--- config.mk ---
export PLATFORM = sky130hd
export DESIGN_NAME = load_align_unit
export DESIGN_NICKNAME = d
export VERILOG_FILES = /design/src/rtl/load_pkg.sv /design/src/rtl/load_lane_extract.sv /design/src/rtl/load_align_unit.sv
export SDC_FILE = /design/constraint.sdc
export NUM_CORES = 1
export LEC_CHECK = 0
export CAP_MARGIN = 20
export CORE_ASPECT_RATIO = 1.2
export CORE_MARGIN = 4
export CORE_UTILIZATION = 52
export DETAILED_ROUTE_END_ITERATION = 12
export PLACE_DENSITY = 0.87
export SYNTH_ARGS = -nofsm -noshare
export SYNTH_HDL_FRONTEND = slang
export SYNTH_SLANG_ARGS = --single-unit
--- constraint.sdc ---
create_clock -name clk -period 4.58 [get_ports clk]
set_input_delay 0.916 -clock clk [delete_from_list [all_inputs] [get_ports clk]]
set_output_delay 0.916 -clock clk [all_outputs]
set_load 0.05 [all_outputs]
--- src/rtl/load_pkg.sv ---
// Shared definitions for the load datapath: funct3 codes, FSM encoding and
// the access-size decode used by both the aligner and the lane extractor.
package load_pkg;

    localparam logic [2:0] F3_LB  = 3'b000;
    localparam logic [2:0] F3_LH  = 3'b001;
    localparam logic [2:0] F3_LW  = 3'b010;
    localparam logic [2:0] F3_LD  = 3'b011;
    localparam logic [2:0] F3_LBU = 3'b100;
    localparam logic [2:0] F3_LHU = 3'b101;
    localparam logic [2:0] F3_LWU = 3'b110;

    typedef enum logic [1:0] {
        ST_IDLE  = 2'd0,
        ST_BEAT0 = 2'd1,
        ST_BEAT1 = 2'd2,
        ST_RESP  = 2'd3
    } load_state_t;

    // Access size in bytes: 1, 2, 4 or 8.
    function automatic logic [3:0] size_bytes(input logic [2:0] funct3);
        return 4'd1 << funct3[1:0];
    endfunction

endpackage

--- src/rtl/load_lane_extract.sv ---
// Combinational byte-lane extraction: shifts a two-beat window down to the
// addressed byte and sign- or zero-extends the selected width to XLEN.
module load_lane_extract
    import load_pkg::*;
#(
    parameter int XLEN = 32,
    parameter int OW   = 2
) (
    input  logic [2*XLEN-1:0] window,
    input  logic [OW-1:0]     off,
    input  logic [2:0]        funct3,
    output logic [XLEN-1:0]   result
);

    logic [XLEN-1:0] shifted;
    logic            ext_bit;
    int              nbits;

    // Align the addressed byte to lane 0, then overwrite bits above the access width.
    always_comb begin
        shifted = XLEN'(window >> {off, 3'b000});
        nbits   = 8 * int'(size_bytes(funct3));
        case (funct3[1:0])
            2'd0:    ext_bit = shifted[7];
            2'd1:    ext_bit = shifted[15];
            2'd2:    ext_bit = shifted[31];
            default: ext_bit = shifted[XLEN-1];
        endcase
        if (funct3[2]) begin
            ext_bit = 1'b0;
        end
        result = shifted;
        // Full-width accesses (LW on 32-bit, LD) leave every bit untouched.
        for (int i = 0; i < XLEN; i++) begin
            if (i >= nbits) begin
                result[i] = ext_bit;
            end
        end
    end

endmodule

--- src/rtl/load_align_unit.sv ---
// Multi-cycle load aligner between the memory stage and a beat-wide data port.
// Boundary-crossing loads are split into two aligned beats when allowed.
//
//   state    | meaning
//   ---------+-----------------------------------------------------------
//   ST_IDLE  | ready for a request; illegal/misaligned requests go to RESP
//   ST_BEAT0 | first aligned beat outstanding on the memory port
//   ST_BEAT1 | second beat (next aligned address) of a crossing load
//   ST_RESP  | one-cycle result strobe, then back to IDLE
module load_align_unit
    import load_pkg::*;
#(
    parameter int XLEN             = 32,
    parameter int AW               = 32,
    parameter int ALLOW_MISALIGNED = 1
) (
    input  logic            clk,
    input  logic            reset,
    input  logic            req_valid,
    output logic            req_ready,
    input  logic [AW-1:0]   req_addr,
    input  logic [2:0]      req_funct3,
    output logic            mem_req,
    output logic [AW-1:0]   mem_addr,
    input  logic            mem_rvalid,
    input  logic [XLEN-1:0] mem_rdata,
    output logic            rsp_valid,
    output logic [XLEN-1:0] rsp_data,
    output logic            rsp_err
);

    localparam int NB = XLEN / 8;
    localparam int OW = $clog2(NB);

    load_state_t     state;
    logic [OW-1:0]   off_q;
    logic [2:0]      f3_q;
    logic            cross_q;
    logic [XLEN-1:0] beat0_q;

    logic [OW-1:0]     req_off;
    logic [4:0]        req_end;
    logic              req_cross;
    logic              req_illegal;
    logic              req_bad;
    logic [2*XLEN-1:0] window;
    logic [XLEN-1:0]   lane_result;

    // Request decode; a crossing load is rejected only when splitting is disabled.
    always_comb begin
        req_off     = req_addr[OW-1:0];
        req_end     = 5'(req_off) + 5'(size_bytes(req_funct3));
        req_cross   = (req_end > 5'(NB));
        req_illegal = (req_funct3 == 3'b111) ||
                      ((XLEN == 32) && ((req_funct3 == F3_LD) || (req_funct3 == F3_LWU)));
        req_bad     = req_illegal || (req_cross && (ALLOW_MISALIGNED == 0));
    end

    // Window seen by the extractor on the cycle the final beat arrives.
    always_comb begin
        window = {{XLEN{1'b0}}, mem_rdata};
        if (state == ST_BEAT1) begin
            window = {mem_rdata, beat0_q};
        end
    end

    load_lane_extract #(
        .XLEN (XLEN),
        .OW   (OW)
    ) u_extract (
        .window (window),
        .off    (off_q),
        .funct3 (f3_q),
        .result (lane_result)
    );

    // Sequencing FSM with registered handshake, address and result outputs.
    always_ff @(posedge clk or posedge reset) begin
        if (reset) begin
            state     <= ST_IDLE;
            req_ready <= 1'b1;
            mem_req   <= 1'b0;
            mem_addr  <= '0;
            rsp_valid <= 1'b0;
            rsp_data  <= '0;
            rsp_err   <= 1'b0;
            off_q     <= '0;
            f3_q      <= '0;
            cross_q   <= 1'b0;
            beat0_q   <= '0;
        end else begin
            rsp_valid <= 1'b0;
            case (state)
                ST_IDLE: begin
                    if (req_valid) begin
                        req_ready <= 1'b0;
                        if (req_bad) begin
                            rsp_valid <= 1'b1;
                            rsp_err   <= 1'b1;
                            rsp_data  <= '0;
                            state     <= ST_RESP;
                        end else begin
                            off_q    <= req_off;
                            f3_q     <= req_funct3;
                            cross_q  <= req_cross;
                            mem_addr <= {req_addr[AW-1:OW], {OW{1'b0}}};
                            mem_req  <= 1'b1;
                            state    <= ST_BEAT0;
                        end
                    end
                end
                ST_BEAT0: begin
                    if (mem_rvalid) begin
                        beat0_q <= mem_rdata;
                        if (cross_q) begin
                            mem_addr <= mem_addr + AW'(NB);
                            state    <= ST_BEAT1;
                        end else begin
                            mem_req   <= 1'b0;
                            rsp_valid <= 1'b1;
                            rsp_err   <= 1'b0;
                            rsp_data  <= lane_result;
                            state     <= ST_RESP;
                        end
                    end
                end
                ST_BEAT1: begin
                    if (mem_rvalid) begin
                        mem_req   <= 1'b0;
                        rsp_valid <= 1'b1;
                        rsp_err   <= 1'b0;
                        rsp_data  <= lane_result;
                        state     <= ST_RESP;
                    end
                end
                default: begin
                    req_ready <= 1'b1;
                    state     <= ST_IDLE;
                end
            endcase
        end
    end

endmodule

==> Word level (Yosys, flattened, before mapping) <==
Cells that the tools add are included.
{ "word_totals": {"regBits": 108, "input_bits": 71} }
{ "op_classes": {"n_addsub": 2, "magnitude_cmp": 33, "eq_ne": 13, "shift": 3, "mux": 69, "bitwise_logic": 2, "reduce_logical": 14} }
{ "op_table": {"columns": ["operator", "count"], "rows": [
  ["32-bit 2-to-1 mux", 9],
  ["5-bit by 7-bit >= comparator with 1-bit output, first input constant", 16],
  ["32-bit case mux with 3 select lines", 1],
  ["64-bit 2-to-1 mux", 1],
  ["32-bit case mux with 2 select lines", 1],
  ["64-bit by 5-bit >> shifter with 32-bit output", 1],
  ["4-bit by 7-bit >= comparator with 1-bit output, first input constant", 8],
  ["1-bit 2-to-1 mux", 47],
  ["32-bit by 3-bit adder with 32-bit output, second input constant", 1],
  ["3-bit by 7-bit >= comparator with 1-bit output, first input constant", 4],
  ["1-bit by 7-bit >= comparator with 1-bit output, first input constant", 2],
  ["2-bit by 7-bit >= comparator with 1-bit output, first input constant", 2],
  ["2-bit inequality test, second input constant", 7],
  ["6-bit AND reduction", 2],
  ["1-bit case mux with 3 select lines", 3],
  ["2-bit 2-to-1 mux", 4],
  ["1-bit by 2-bit << shifter with 4-bit output, first input constant", 2],
  ["3-bit == test, second input constant", 2],
  ["2-bit case mux with 3 select lines", 1],
  ["3-bit AND reduction", 2],
  ["2-bit by 4-bit adder with 5-bit output", 1],
  ["5-bit by 3-bit > comparator with 1-bit output, second input constant", 1],
  ["5-bit AND reduction", 1],
  ["2-bit by 1-bit == test with 1-bit output, second input constant", 2],
  ["other kinds (10)", 15]
]} }

==> Logic depth before layout (Yosys ltp) <==
{ "depth": {"word_depth": 9, "mapped_depth": 10, "depth_no_buf": 8} }

==> Modules after synthesis <==
A second synthesis with hierarchy kept.
{ "unflattened": {"cells_unflattened": 640, "area_unflattened_um2": 6648.9} }
{ "by_module_without_submodules": {"columns": ["mod", "n_inst", "cells_each", "area_per_inst_um2"], "rows": [
  ["load_align_unit", 1, 531, 5580.4],
  ["load_lane_extract", 1, 109, 1068.5]
]} }

==> Least setup slack after synthesis <==
OpenSTA, ideal clock, no wires.
{ "synth_timing": {"path_type": "input port to flip-flop", "from": "input port req_funct3[0]", "to": "register mem_addr[23]", "setup_time_ns": 0.126, "arrival_ns": 2.047, "required_ns": 4.454, "path_slack_ns": 2.407, "cell_stages": 5, "cell_sequence": "o21ai_0 a21oi_1 a211o_1 buf_2 a221o_1"} }
{ "synth_via": {"elab_chain_len": 5} }
{ "synth_rtl": {"columns": ["item", "line", "source"], "rows": [
  ["start: declaration", "load_align_unit.sv:22", "input logic [2:0] req_funct3,"],
  ["3-bit by 2-bit == test with 1-bit output / 3-bit == test (equally long branches)", "load_align_unit.sv:55", "((XLEN == 32) && ((req_funct3 == F3_LD) || (req_funct3 == F3_LWU)));"],
  ["1-bit logical OR", "load_align_unit.sv:55", null],
  ["1-bit logical OR (*)", "load_align_unit.sv:54", "req_illegal = (req_funct3 == 3'b111) ||"],
  ["2-bit inequality test (no line) (*)", null, null],
  ["5-bit AND reduction (no line) (*)", null, null],
  ["end signal: assignment", "load_align_unit.sv:106", "mem_addr <= {req_addr[AW-1:OW], {OW{1'b0}}};"],
  ["end signal: assignment", "load_align_unit.sv:116", "mem_addr <= mem_addr + AW'(NB);"],
  ["end: declaration", "load_align_unit.sv:24", "output logic [AW-1:0] mem_addr,"]
]} }
Mark *: on every way between the ends. The rest lies on a longest branch, timed or not.
A chain may end at the register's enable or synchronous reset.

==> Worst setup path after layout <==
{ "layout_timing": {"from": "register state[0]", "to": "register rsp_data[26]"} }
{ "layout_via": {"elab_chain_len": 9} }
{ "layout_rtl": {"columns": ["item", "line", "source"], "rows": [
  ["start: declaration", "load_align_unit.sv:35", "load_state_t state;"],
  ["start signal: assignment", "load_align_unit.sv:80", "state <= ST_IDLE;"],
  ["start signal: assignment", "load_align_unit.sv:101", "state <= ST_RESP;"],
  ["start signal: assignment", "load_align_unit.sv:108", "state <= ST_BEAT0;"],
  ["2-bit == test", "load_align_unit.sv:62, load_align_unit.sv:93", null],
  ["64-bit 2-to-1 mux", "load_align_unit.sv:62", "if (state == ST_BEAT1) begin"],
  ["64-bit by 5-bit >> shifter with 32-bit output", "load_lane_extract.sv:21", "shifted = XLEN'(window >> {off, 3'b000});"],
  ["1-bit case mux with 2 select lines", "load_lane_extract.sv:23", "case (funct3[1:0])"],
  ["1-bit 2-to-1 mux", "load_lane_extract.sv:29", "if (funct3[2]) begin"],
  ["1-bit 2-to-1 mux", "load_lane_extract.sv:35", "if (i >= nbits) begin"],
  ["32-bit 2-to-1 mux", "load_align_unit.sv:115", "if (cross_q) begin"],
  ["32-bit 2-to-1 mux", "load_align_unit.sv:113", "if (mem_rvalid) begin"],
  ["32-bit case mux with 3 select lines", "load_align_unit.sv:93", "case (state)"],
  ["end signal: assignment", "load_align_unit.sv:122", "rsp_data <= lane_result;"],
  ["end signal: assignment", "load_align_unit.sv:132", "rsp_data <= lane_result;"],
  ["end: declaration", "load_align_unit.sv:28", "output logic [XLEN-1:0] rsp_data,"]
]} }
Parallel ways exist; a longest one is shown, timed or not. The select of a mux whose other input is x is not followed.

==> results_dict.tcl <==
set metrics [dict create \
    postCtsHoldBufs 0 \
    ant_nets 0 \
    dr_total_vias 5722 \
    placedCellCount 913 \
    grt_pass1_wl_microns 28500 \
    criticalPathCategory "reg -> reg" \
    path_buf_inv 1 \
    clkTransAtPathRegs_ns 0.08 \
    postCtsSetupBuffers 0 \
    vias_per_cell 6.16 \
    fin_crit_ns 3.00 \
    antenna_found_initial 0 \
    synthTopCellsByArea "dfrtp_1 41%, mux2_2 7.5%, mux2i_1 5.3%" \
    tritoncts "yes" \
    async_flop_share_pct 100 \
    cts_root_buffer "clkbuf_16" \
    wire_per_inst_microns 19.0 \
    layout.cells.non_filler 929 \
    cp.arrival_ns 3.21 \
    pwr-share-seq_pct 27.9 \
    finalCritPeriodShare_pct 65.6 \
    grt_start_max_net_pins 78 \
    ios 139 \
    end_kind "register" \
    num_rows 44 \
    drtPass1Iterations 5 \
    clk_path_buf_depth 2 \
    max_slew.worst_pin.slew_ns 1.09 \
    p_int_mw 3.41 \
    clockPowerShare_pct 11.2 \
    drt-total-wl_microns 17600 \
    cpLargestDelayFamily "compound AO/OA/AOI/OAI gates" \
    r2r-start "state[0]$_DFFE_PP0P_" \
    clock-sinks 106 \
    p_leak_nw 3.25 \
    slew_headroom_pct 26.8 \
    pwr-share-comb_pct 61.0 \
    syn_to_final_growth_pct 26.1 \
    finalSetupTns_ns 0 \
    switchingPower_mw 3.39 \
    drive_above_1_share_pct 15.5 \
    final.setup_skew_ns 0.00535 \
    drc 0 \
    grt_pass1_vias 5632 \
    run_status "finished, final reports clean" \
    fillers 916 \
    portBuffers 136 \
    placed_area_sq_um 7860 \
    p_sw_share_pct 49.9 \
    crit_chain "inv_1 > ha_1 > mux2i_1 > a22oi_1 > a31o_2 > o21ai_2 > o21ai_0" \
    synth_top_area_cell "dfrtp_1" \
    seq_area_sq_um 2660 \
    gp_congestion 0.920 \
    overflow 0 \
    die_h_microns 130 \
    power_density_nw_per_um2 836 \
    required_ns 4.78 \
    syn_area_sq_um 6460 \
    synth_edf_count 0 \
    yosysSeqAreaShare_pct 41.1 \
    die-area_sq_um 14300 \
    fmax_mhz 333 \
    syn_area_per_cell_sq_um 9.83 \
    synth-seq-cells 106 \
    synth_cell_types 66 \
    yosysTopAreaCellShare_pct 40.7 \
    timing.final.hold_violations 0 \
    crit_path_start_kind "register" \
    fp.dieW_microns 110 \
    setup_viol 0 \
    dp_hpwl_microns 12900 \
    grtUsageTotal_pct 25.3 \
    multi_input_area_sq_um 3540 \
    diodes 0 \
    yosys_warnings 0 \
    drt_iter0_drc 553 \
    ctsResizeCount 0 \
    cts_buffers 9 \
    peakVddDrop_mv 0.432 \
    cp_slowest_cell "o21ai_2" \
    final_area_sq_um 8140 \
    rsz0062_at_grt "no" \
    path_max_fanout 16 \
    synth_ff_type "dfrtp_1" \
    min-delay-path-class "reg -> reg" \
    coreArea_sq_um 12100 \
    syn_inst 657 \
    maxCapViolCount 0 \
    clkLatencyLatePin_ns 0.35 \
    crit_start "state[0]$_DFFE_PP0P_" \
    maxSlewViolCount 0 \
    final_nets 843 \
    slowest_delay_ns 0.65 \
    cts_max_level 3 \
    hp-start "rsp_data[28]$_DFFE_PP0P_" \
    start_util_pct 53.3 \
]
-- placed cells by master, fill, tap and decap left out, drive strengths merged, types with 10 or more instances in the layout --
master and instances:
mux2 43, o221a 13, o22ai 14, nor2 31, o21ai 54, nor3 12, mux4 14, nand2 88
a31oi 10, nand3 20, mux2i 34, dfrtp 105, a21oi 35, inv 16, nand4 11, clkdlybuf4s50 136
-- layout make-up --
class	count	share of cell area, %
Sequential cell	106	32.6
Clock inverter	7	0.707
Clock buffer	9	2.77
Multi-Input combinational cell	490	43.5
Inverter	13	0.630
Tap cell	161	2.47
Timing Repair Buffer	143	17.4
-- routing by layer --
layer	up-vias	track usage (%)	share of wire [%]
li1	2662	-	-
met1	2786	33.0	41
met2	232	41.9	49
met3	42	4.65	7.0
met4	0	10.1	2.5
met5	-	0	0
-- cells in the mapped netlist (all sizes together) (2+ instances only) --
master,instances
a211o,2
a211oi,2
a21o,6
a21oi,35
a22o,8
a22oi,7
a2bb2oi,7
a31o,2
a31oi,10
and2,3
and3,3
and4,3
buf,28
clkbuf,21
dfrtp,105
ha,8
inv,12
mux2,43
mux2i,34
mux4,14
nand2,88
nand2b,9
nand3,20
nand4,11
nor2,31
nor2b,3
nor3,12
nor3b,3
nor4,8
o211ai,7
o21a,2
o21ai,54
o221a,13
o22a,2
o22ai,14
o311ai,2
o31ai,2
o41ai,2
or2,2
or3,6
-- state kept, by name, summed over array words and instances, names as in the netlist --
register,cells
state,2
off_q,2
beat0_q,32
mem_addr,30
cross_q,1
f3_q,3
rsp_data,32
req_ready,1
rsp_valid,1
mem_req,1
rsp_err,1
-- worst min-delay path, cell delays in order (launching register included) --
cell and delay (ns):
dfrtp_1 0.34, nand2_1 0.05, o21ai_0 0.06
-- stage by stage --
step	worst slack [ns]	hold WS [ns]	power, mW	util, %
3_3_place_gp	1.29	0.464	5.87	64.9
3_5_place_dp	1.24	0.469	6.03	64.9
4_1_cts	1.60	0.485	6.79	67.2
6_report	1.58	0.481	6.80	67.2
5_1_grt	1.35	0.513	7.23	67.2
2_1_floorplan	0.877	0.474	4.88	-
-- final timing paths --
check                                           end  slack [ns]  cells after the start
max                        rsp_data[26]$_DFFE_PP0P_        1.58                      7
min                        rsp_data[28]$_DFFE_PP0P_        0.48                      2
max reg2reg                rsp_data[26]$_DFFE_PP0P_        1.58                      7
min reg2reg                rsp_data[28]$_DFFE_PP0P_        0.48                      2
max in group asynchronous   mem_addr[7]$_DFFE_PP0P_        2.48                      3
min in group asynchronous  rsp_data[25]$_DFFE_PP0P_        1.12                      2
-- cell families (layout without fill, tap and decap cells) --
logic type	count (synthesis)	count (layout)	synth area share (%)
simple gates	205	205	15.5
compound gates	183	183	19.5
mux	91	91	17.6
other cells	1	2	0.0581
fa+ha+maj	9	9	1.86
flops	106	106	41.1
buf+inv	62	172	4.36
-- power by group through the flow --
stage / Combinational (mW) / Sequential, mW / Clock [mW]
floorplan: 2.27 / 2.61 / 0
global placement: 4.00 / 1.86 / 0
detailed placement: 4.13 / 1.90 / 0
CTS: 4.15 / 1.88 / 0.762
global route: 4.47 / 1.95 / 0.804
finish: 4.15 / 1.90 / 0.760
No activity file was read; power rests on OpenSTA's default activity.
